$ cat src/rtl/axi_lite_master_arbiter.sv
// Shares one AXI-Lite master port between two single-beat register requesters.
// Arbitrates in IDLE, runs the AW/W/B or AR/R handshake, then pulses the winner's ack.
module axi_lite_master_arbiter #(
    parameter bit FIXED_PRIO = 1'b0
) (
    input  logic        axi_lite_aclk,
    input  logic        axi_lite_aresetn,
    input  logic        req0_valid,
    input  logic        req0_write,
    input  logic [31:0] req0_addr,
    input  logic [31:0] req0_wdata,
    output logic        req0_ack,
    input  logic        req1_valid,
    input  logic        req1_write,
    input  logic [31:0] req1_addr,
    input  logic [31:0] req1_wdata,
    output logic        req1_ack,
    output logic [31:0] rsp_rdata,
    output logic [1:0]  rsp_resp,
    output logic        busy,
    output logic        grant,
    output logic [2:0]  dbg_state,
    output logic [31:0] axi_lite_awaddr,
    output logic [2:0]  axi_lite_awprot,
    output logic        axi_lite_awvalid,
    input  logic        axi_lite_awready,
    output logic [31:0] axi_lite_wdata,
    output logic [3:0]  axi_lite_wstrb,
    output logic        axi_lite_wvalid,
    input  logic        axi_lite_wready,
    input  logic [1:0]  axi_lite_bresp,
    input  logic        axi_lite_bvalid,
    output logic        axi_lite_bready,
    output logic [31:0] axi_lite_araddr,
    output logic [2:0]  axi_lite_arprot,
    output logic        axi_lite_arvalid,
    input  logic        axi_lite_arready,
    input  logic [31:0] axi_lite_rdata,
    input  logic [1:0]  axi_lite_rresp,
    input  logic        axi_lite_rvalid,
    output logic        axi_lite_rready
);

    typedef enum logic [2:0] {
        S_IDLE    = 3'd0,
        S_WR_AW_W = 3'd1,
        S_WR_B    = 3'd2,
        S_RD_AR   = 3'd3,
        S_RD_R    = 3'd4,
        S_DONE    = 3'd5
    } state_t;

    state_t      state_q;
    logic        last_grant_q, grant_q, busy_q, ack0_q, ack1_q;
    logic        awvalid_q, wvalid_q, bready_q, arvalid_q, rready_q;
    logic [31:0] awaddr_q, wdata_q, araddr_q, rsp_rdata_q;
    logic [1:0]  rsp_resp_q;

    logic        pick_any_d, pick_idx_d, pick_write_d, wr_done_d;
    logic [31:0] pick_addr_d, pick_wdata_d;

    always_comb begin
        pick_any_d = req0_valid | req1_valid;
        if (req0_valid && req1_valid) begin
            pick_idx_d = FIXED_PRIO ? 1'b0 : ~last_grant_q;
        end else begin
            pick_idx_d = ~req0_valid;
        end
        pick_write_d = pick_idx_d ? req1_write : req0_write;
        pick_addr_d  = pick_idx_d ? req1_addr  : req0_addr;
        pick_wdata_d = pick_idx_d ? req1_wdata : req0_wdata;
        // A channel whose valid already dropped has completed its beat.
        wr_done_d = (!awvalid_q || axi_lite_awready) && (!wvalid_q || axi_lite_wready);
    end

    // Handshake: a beat transfers on a rising edge with valid & ready both high; valids
    // only fall after their own handshake and ready never feeds valid combinationally.
    always_ff @(posedge axi_lite_aclk or negedge axi_lite_aresetn) begin
        if (!axi_lite_aresetn) begin
            state_q      <= S_IDLE;
            last_grant_q <= 1'b1;
            grant_q      <= 1'b0;
            busy_q       <= 1'b0;
            ack0_q       <= 1'b0;
            ack1_q       <= 1'b0;
            awvalid_q    <= 1'b0;
            wvalid_q     <= 1'b0;
            bready_q     <= 1'b0;
            arvalid_q    <= 1'b0;
            rready_q     <= 1'b0;
            awaddr_q     <= 32'h0;
            wdata_q      <= 32'h0;
            araddr_q     <= 32'h0;
            rsp_rdata_q  <= 32'h0;
            rsp_resp_q   <= 2'b00;
        end else begin
            ack0_q <= 1'b0;
            ack1_q <= 1'b0;
            case (state_q)
                S_IDLE: begin
                    if (pick_any_d) begin
                        grant_q      <= pick_idx_d;
                        last_grant_q <= pick_idx_d;
                        busy_q       <= 1'b1;
                        if (pick_write_d) begin
                            awaddr_q  <= pick_addr_d;
                            wdata_q   <= pick_wdata_d;
                            awvalid_q <= 1'b1;
                            wvalid_q  <= 1'b1;
                            state_q   <= S_WR_AW_W;
                        end else begin
                            araddr_q  <= pick_addr_d;
                            arvalid_q <= 1'b1;
                            state_q   <= S_RD_AR;
                        end
                    end
                end
                S_WR_AW_W: begin
                    if (awvalid_q && axi_lite_awready) awvalid_q <= 1'b0;
                    if (wvalid_q && axi_lite_wready) wvalid_q <= 1'b0;
                    if (wr_done_d) begin
                        bready_q <= 1'b1;
                        state_q  <= S_WR_B;
                    end
                end
                S_WR_B: begin
                    if (axi_lite_bvalid) begin
                        rsp_resp_q  <= axi_lite_bresp;
                        rsp_rdata_q <= 32'h0;
                        bready_q    <= 1'b0;
                        ack0_q      <= ~grant_q;
                        ack1_q      <= grant_q;
                        state_q     <= S_DONE;
                    end
                end
                S_RD_AR: begin
                    if (axi_lite_arready) begin
                        arvalid_q <= 1'b0;
                        rready_q  <= 1'b1;
                        state_q   <= S_RD_R;
                    end
                end
                S_RD_R: begin
                    if (axi_lite_rvalid) begin
                        rsp_rdata_q <= axi_lite_rdata;
                        rsp_resp_q  <= axi_lite_rresp;
                        rready_q    <= 1'b0;
                        ack0_q      <= ~grant_q;
                        ack1_q      <= grant_q;
                        state_q     <= S_DONE;
                    end
                end
                S_DONE: begin
                    busy_q  <= 1'b0;
                    state_q <= S_IDLE;
                end
                default: state_q <= S_IDLE;
            endcase
        end
    end

    assign req0_ack         = ack0_q;
    assign req1_ack         = ack1_q;
    assign rsp_rdata        = rsp_rdata_q;
    assign rsp_resp         = rsp_resp_q;
    assign busy             = busy_q;
    assign grant            = grant_q;
    assign dbg_state        = state_q;
    assign axi_lite_awaddr  = awaddr_q;
    assign axi_lite_awprot  = 3'b000;
    assign axi_lite_awvalid = awvalid_q;
    assign axi_lite_wdata   = wdata_q;
    assign axi_lite_wstrb   = 4'hF;
    assign axi_lite_wvalid  = wvalid_q;
    assign axi_lite_bready  = bready_q;
    assign axi_lite_araddr  = araddr_q;
    assign axi_lite_arprot  = 3'b000;
    assign axi_lite_arvalid = arvalid_q;
    assign axi_lite_rready  = rready_q;

endmodule

$ cat config.mk
export PLATFORM = sky130hd
export DESIGN_NAME = axi_lite_master_arbiter
export DESIGN_NICKNAME = d
export VERILOG_FILES = /design/src/rtl/axi_lite_master_arbiter.sv
export SDC_FILE = /design/constraint.sdc
export NUM_CORES = 1
export LEC_CHECK = 0
export BUFFER_PORTS_ARGS = -buffer_cell sky130_fd_sc_hd__clkbuf_2
export CORE_ASPECT_RATIO = 0.5
export CORE_MARGIN = 2
export CORE_UTILIZATION = 51
export DETAILED_ROUTE_END_ITERATION = 10
export PLACE_DENSITY = 0.9
export SLEW_MARGIN = 20
export SYNTH_ARGS = -nofsm -noshare
export SYNTH_HDL_FRONTEND = slang
export SYNTH_SLANG_ARGS = --single-unit
$ cat constraint.sdc
create_clock -name axi_lite_aclk -period 4.1 [get_ports axi_lite_aclk]
set_input_delay 0.82 -clock axi_lite_aclk [delete_from_list [all_inputs] [get_ports axi_lite_aclk]]
set_output_delay 0.82 -clock axi_lite_aclk [all_outputs]
set_load 0.05 [all_outputs]
==> results.json <==
{
  "grt_use_total": 0.226,
  "wl_met3_um": 665,
  "wirelength_mm": 16.8,
  "rsz0062_at_grt": "no",
  "drtAntennaViolNets": 0,
  "yosys_warnings": 0,
  "relSlewSlack": 0.255,
  "rows": 29,
  "cts_resized": 0,
  "timing.setup.tns_ns": 0,
  "gp_congestion": 0.849,
  "synthDistinctLibCells": 39,
  "antenna_found_initial": 0,
  "synth_seq_cells": 143,
  "root_buffer": "clkbuf_16",
  "finalCritPeriodShare": 0.620,
  "start_util": 0.533,
  "skew_ns": 0.0120,
  "multi_input_area_um2": 2990,
  "status": "completed",
  "finalCriticalPeriod_ns": 2.54,
  "slew_violations": 0,
  "cp-start-kind": "flop",
  "wl_per_cell_um": 16.9,
  "final_cell_area_um2": 9100,
  "die_w_um": 169,
  "tightest_slew_ns": 1.12,
  "drv_cap": 0,
  "hold_ws_ns": 0.459,
  "cts.sinks": 143,
  "final_layout_size_suffix_gt1_frac": 0.631,
  "place_ws_ns": 1.24,
  "top_layer_used": "met4",
  "min_path_type": "reg2reg",
  "hold_violations": 0,
  "diodes": 0,
  "max_freq_mhz": 394,
  "io_pins": 327,
  "grt_pass1_vias": 5158,
  "seq_area_um2": 3580,
  "wl_met1_mm": 6.51,
  "postCtsSetupRepairBufs": 0,
  "arrival_ns": 2.82,
  "synth_seq_area_share": 0.518,
  "cts_tree": "built",
  "port_buffers": 316,
  "dr.pass1.iters": 5,
  "syn_to_final_growth_pct": 31.7,
  "critPathKind": "reg2reg",
  "fillCellCount": 966,
  "numCtsBuffers": 17,
  "overflow": 0,
  "required_ns": 4.38,
  "critPathMaxFanout": 33,
  "end_kind": "flop",
  "syn-cell-area_um2": 6910,
  "ctsHtreeMaxLevel": 4,
  "grt_max_degree": 121,
  "dp_hpwl_mm": 12.3,
  "dr_wl_met2_mm": 9.06,
  "cts_buffer_depth": 2,
  "drc": 0,
  "place_area_um2": 8420,
  "nNetsFinal": 986,
  "grt_pass1_wl_mm": 25.9,
  "cts_hold_buffers": 0,
  "fp.dieArea_um2": 14500,
  "die_h_um": 86.3,
  "power.leakage_nw": 4.71,
  "synth_cells": 508,
  "clk_pin_slew_ns": 0.06,
  "via_per_inst": 5.07,
  "setup_slack_ns": 1.56,
  "vias": 5039,
  "final-setup-viol-count": 0,
  "first_iter_violations": 201,
  "synth.avg_cell_area_um2": 13.6,
  "clock_latency_ns": 0.40,
  "p_per_area_nw_per_um2": 987,
  "max-vdd-ir-drop_mv": 0.513,
  "core_um2": 13000
}
layout by cell type, fill, tap and decap left out, drive strengths merged, types with 2 or more instances in the layout:
cell type,instances
nand3b,4
and2,2
buf,4
bufinv,5
nor2,5
nand2,71
o21ai,37
or2,2
a21oi,8
a21o,2
clkbuf,334
conb,10
o22ai,2
nand2b,3
clkinv,5
mux2,163
inv,8
dfrtp,142
mux2i,2
per-stage QoR:
stage | std cells | power (mW) | utilization
final | 993 | 8.98 | 0.702
after global routing | 993 | 9.36 | 0.702
after CTS | 992 | 9.04 | 0.700
after detailed placement | 961 | 7.33 | 0.650
after global placement | 961 | 7.20 | 0.650
after floorplan | 516 | 6.27 | -
critical path, cell delays in order (launching register included):
cell     delay (ns)
dfrtp_1        0.57
nor3_4         0.27
o21ai_2        0.14
and3b_2        1.01
mux2_2         0.42
report_power, final:
part	switching [mW]	total [mW]	internal (mW)
logic	3.35	4.77	1.43
registers	0.440	2.53	2.09
clock network	0.590	1.67	1.08
total	4.38	8.98	4.60
path summary, 6_finish.rpt:
| path | end | depth (start not counted) | slack, ns | from |
|---|---|---|---|---|
| min reg2reg | req0_ack$_DFF_PN0_ | 1 | 0.46 | grant$_DFFE_PN0P_ |
| min | req0_ack$_DFF_PN0_ | 1 | 0.46 | grant$_DFFE_PN0P_ |
| max in group asynchronous | axi_lite_araddr[29]$_DFFE_PN0P_ | 2 | 2.61 | axi_lite_aresetn |
| max | axi_lite_araddr[0]$_DFFE_PN0P_ | 4 | 1.56 | dbg_state[0]$_DFFE_PN0P_ |
| min in group asynchronous | axi_lite_araddr[2]$_DFFE_PN0P_ | 1 | 0.58 | axi_lite_aresetn |
| max reg2reg | axi_lite_araddr[0]$_DFFE_PN0P_ | 4 | 1.56 | dbg_state[0]$_DFFE_PN0P_ |
layout make-up:
type / instances / area share
Sequential cell: 143 / 0.394
Multi-Input combinational cell: 323 / 0.328
Timing Repair Buffer: 320 / 0.182
Clock buffer: 18 / 0.0472
Tap cell: 170 / 0.0234
Clock inverter: 13 / 0.0232
Inverter: 6 / 0.00248
kinds of logic after synthesis:
group                  count (synthesis)  synth area share
muxes                                165             0.320
buffers and inverters                 50            0.0549
DFF                                  143             0.518
AOI/OAI and AO/OA                     54            0.0438
other                                  2           0.00109
and+or+nand+nor                       94            0.0616
layer usage:
layer,up-vias,GRT usage
li1,2337,-
met1,2490,0.258
met2,168,0.424
met3,44,0.0416
met4,0,0.0948
met5,-,0
sequential cells by signal, indices dropped and copies added, names as in the netlist, 2 cells and up:
name / cells
axi_lite_awaddr: 32
axi_lite_araddr: 32
rsp_rdata: 32
axi_lite_wdata: 32
dbg_state: 3
rsp_resp: 2
Yosys cell counts:
cell type,n,share of area
o22a_1,1,0.0013
buf_2,9,0.0065
clkbuf_1,9,0.0049
nand4b_1,1,0.0013
o21ai_2,1,0.0013
mux2_2,64,0.10
buf_6,12,0.020
or3b_1,1,0.0013
nand2b_2,1,0.0013
and2_1,1,0.00091
mux2i_1,2,0.0029
dfstp_2,1,0.0038
nor2_1,5,0.0027
nand2b_1,2,0.0018
and3b_1,1,0.0013
a221o_1,1,0.0014
dfrtp_1,142,0.51
and2_4,1,0.0013
and3_1,1,0.00091
mux2_1,4,0.0065
nand3b_1,4,0.0043
o21ai_0,36,0.026
a31oi_1,1,0.00091
a21o_1,2,0.0022
a21oi_2,1,0.0013
o31ai_1,1,0.0011
buf_4,11,0.012
o311a_1,1,0.0014
nand2_1,71,0.039
conb_1,2,0.0011
inv_1,6,0.0033
buf_12,3,0.0087
a21oi_1,7,0.0051
mux2_4,95,0.21
nor3_4,1,0.0024
nand3_1,1,0.00072
o22ai_1,2,0.0018
nor3b_1,1,0.0011
or2_2,2,0.0018
Note: power is estimated with default switching activity, not from simulation.
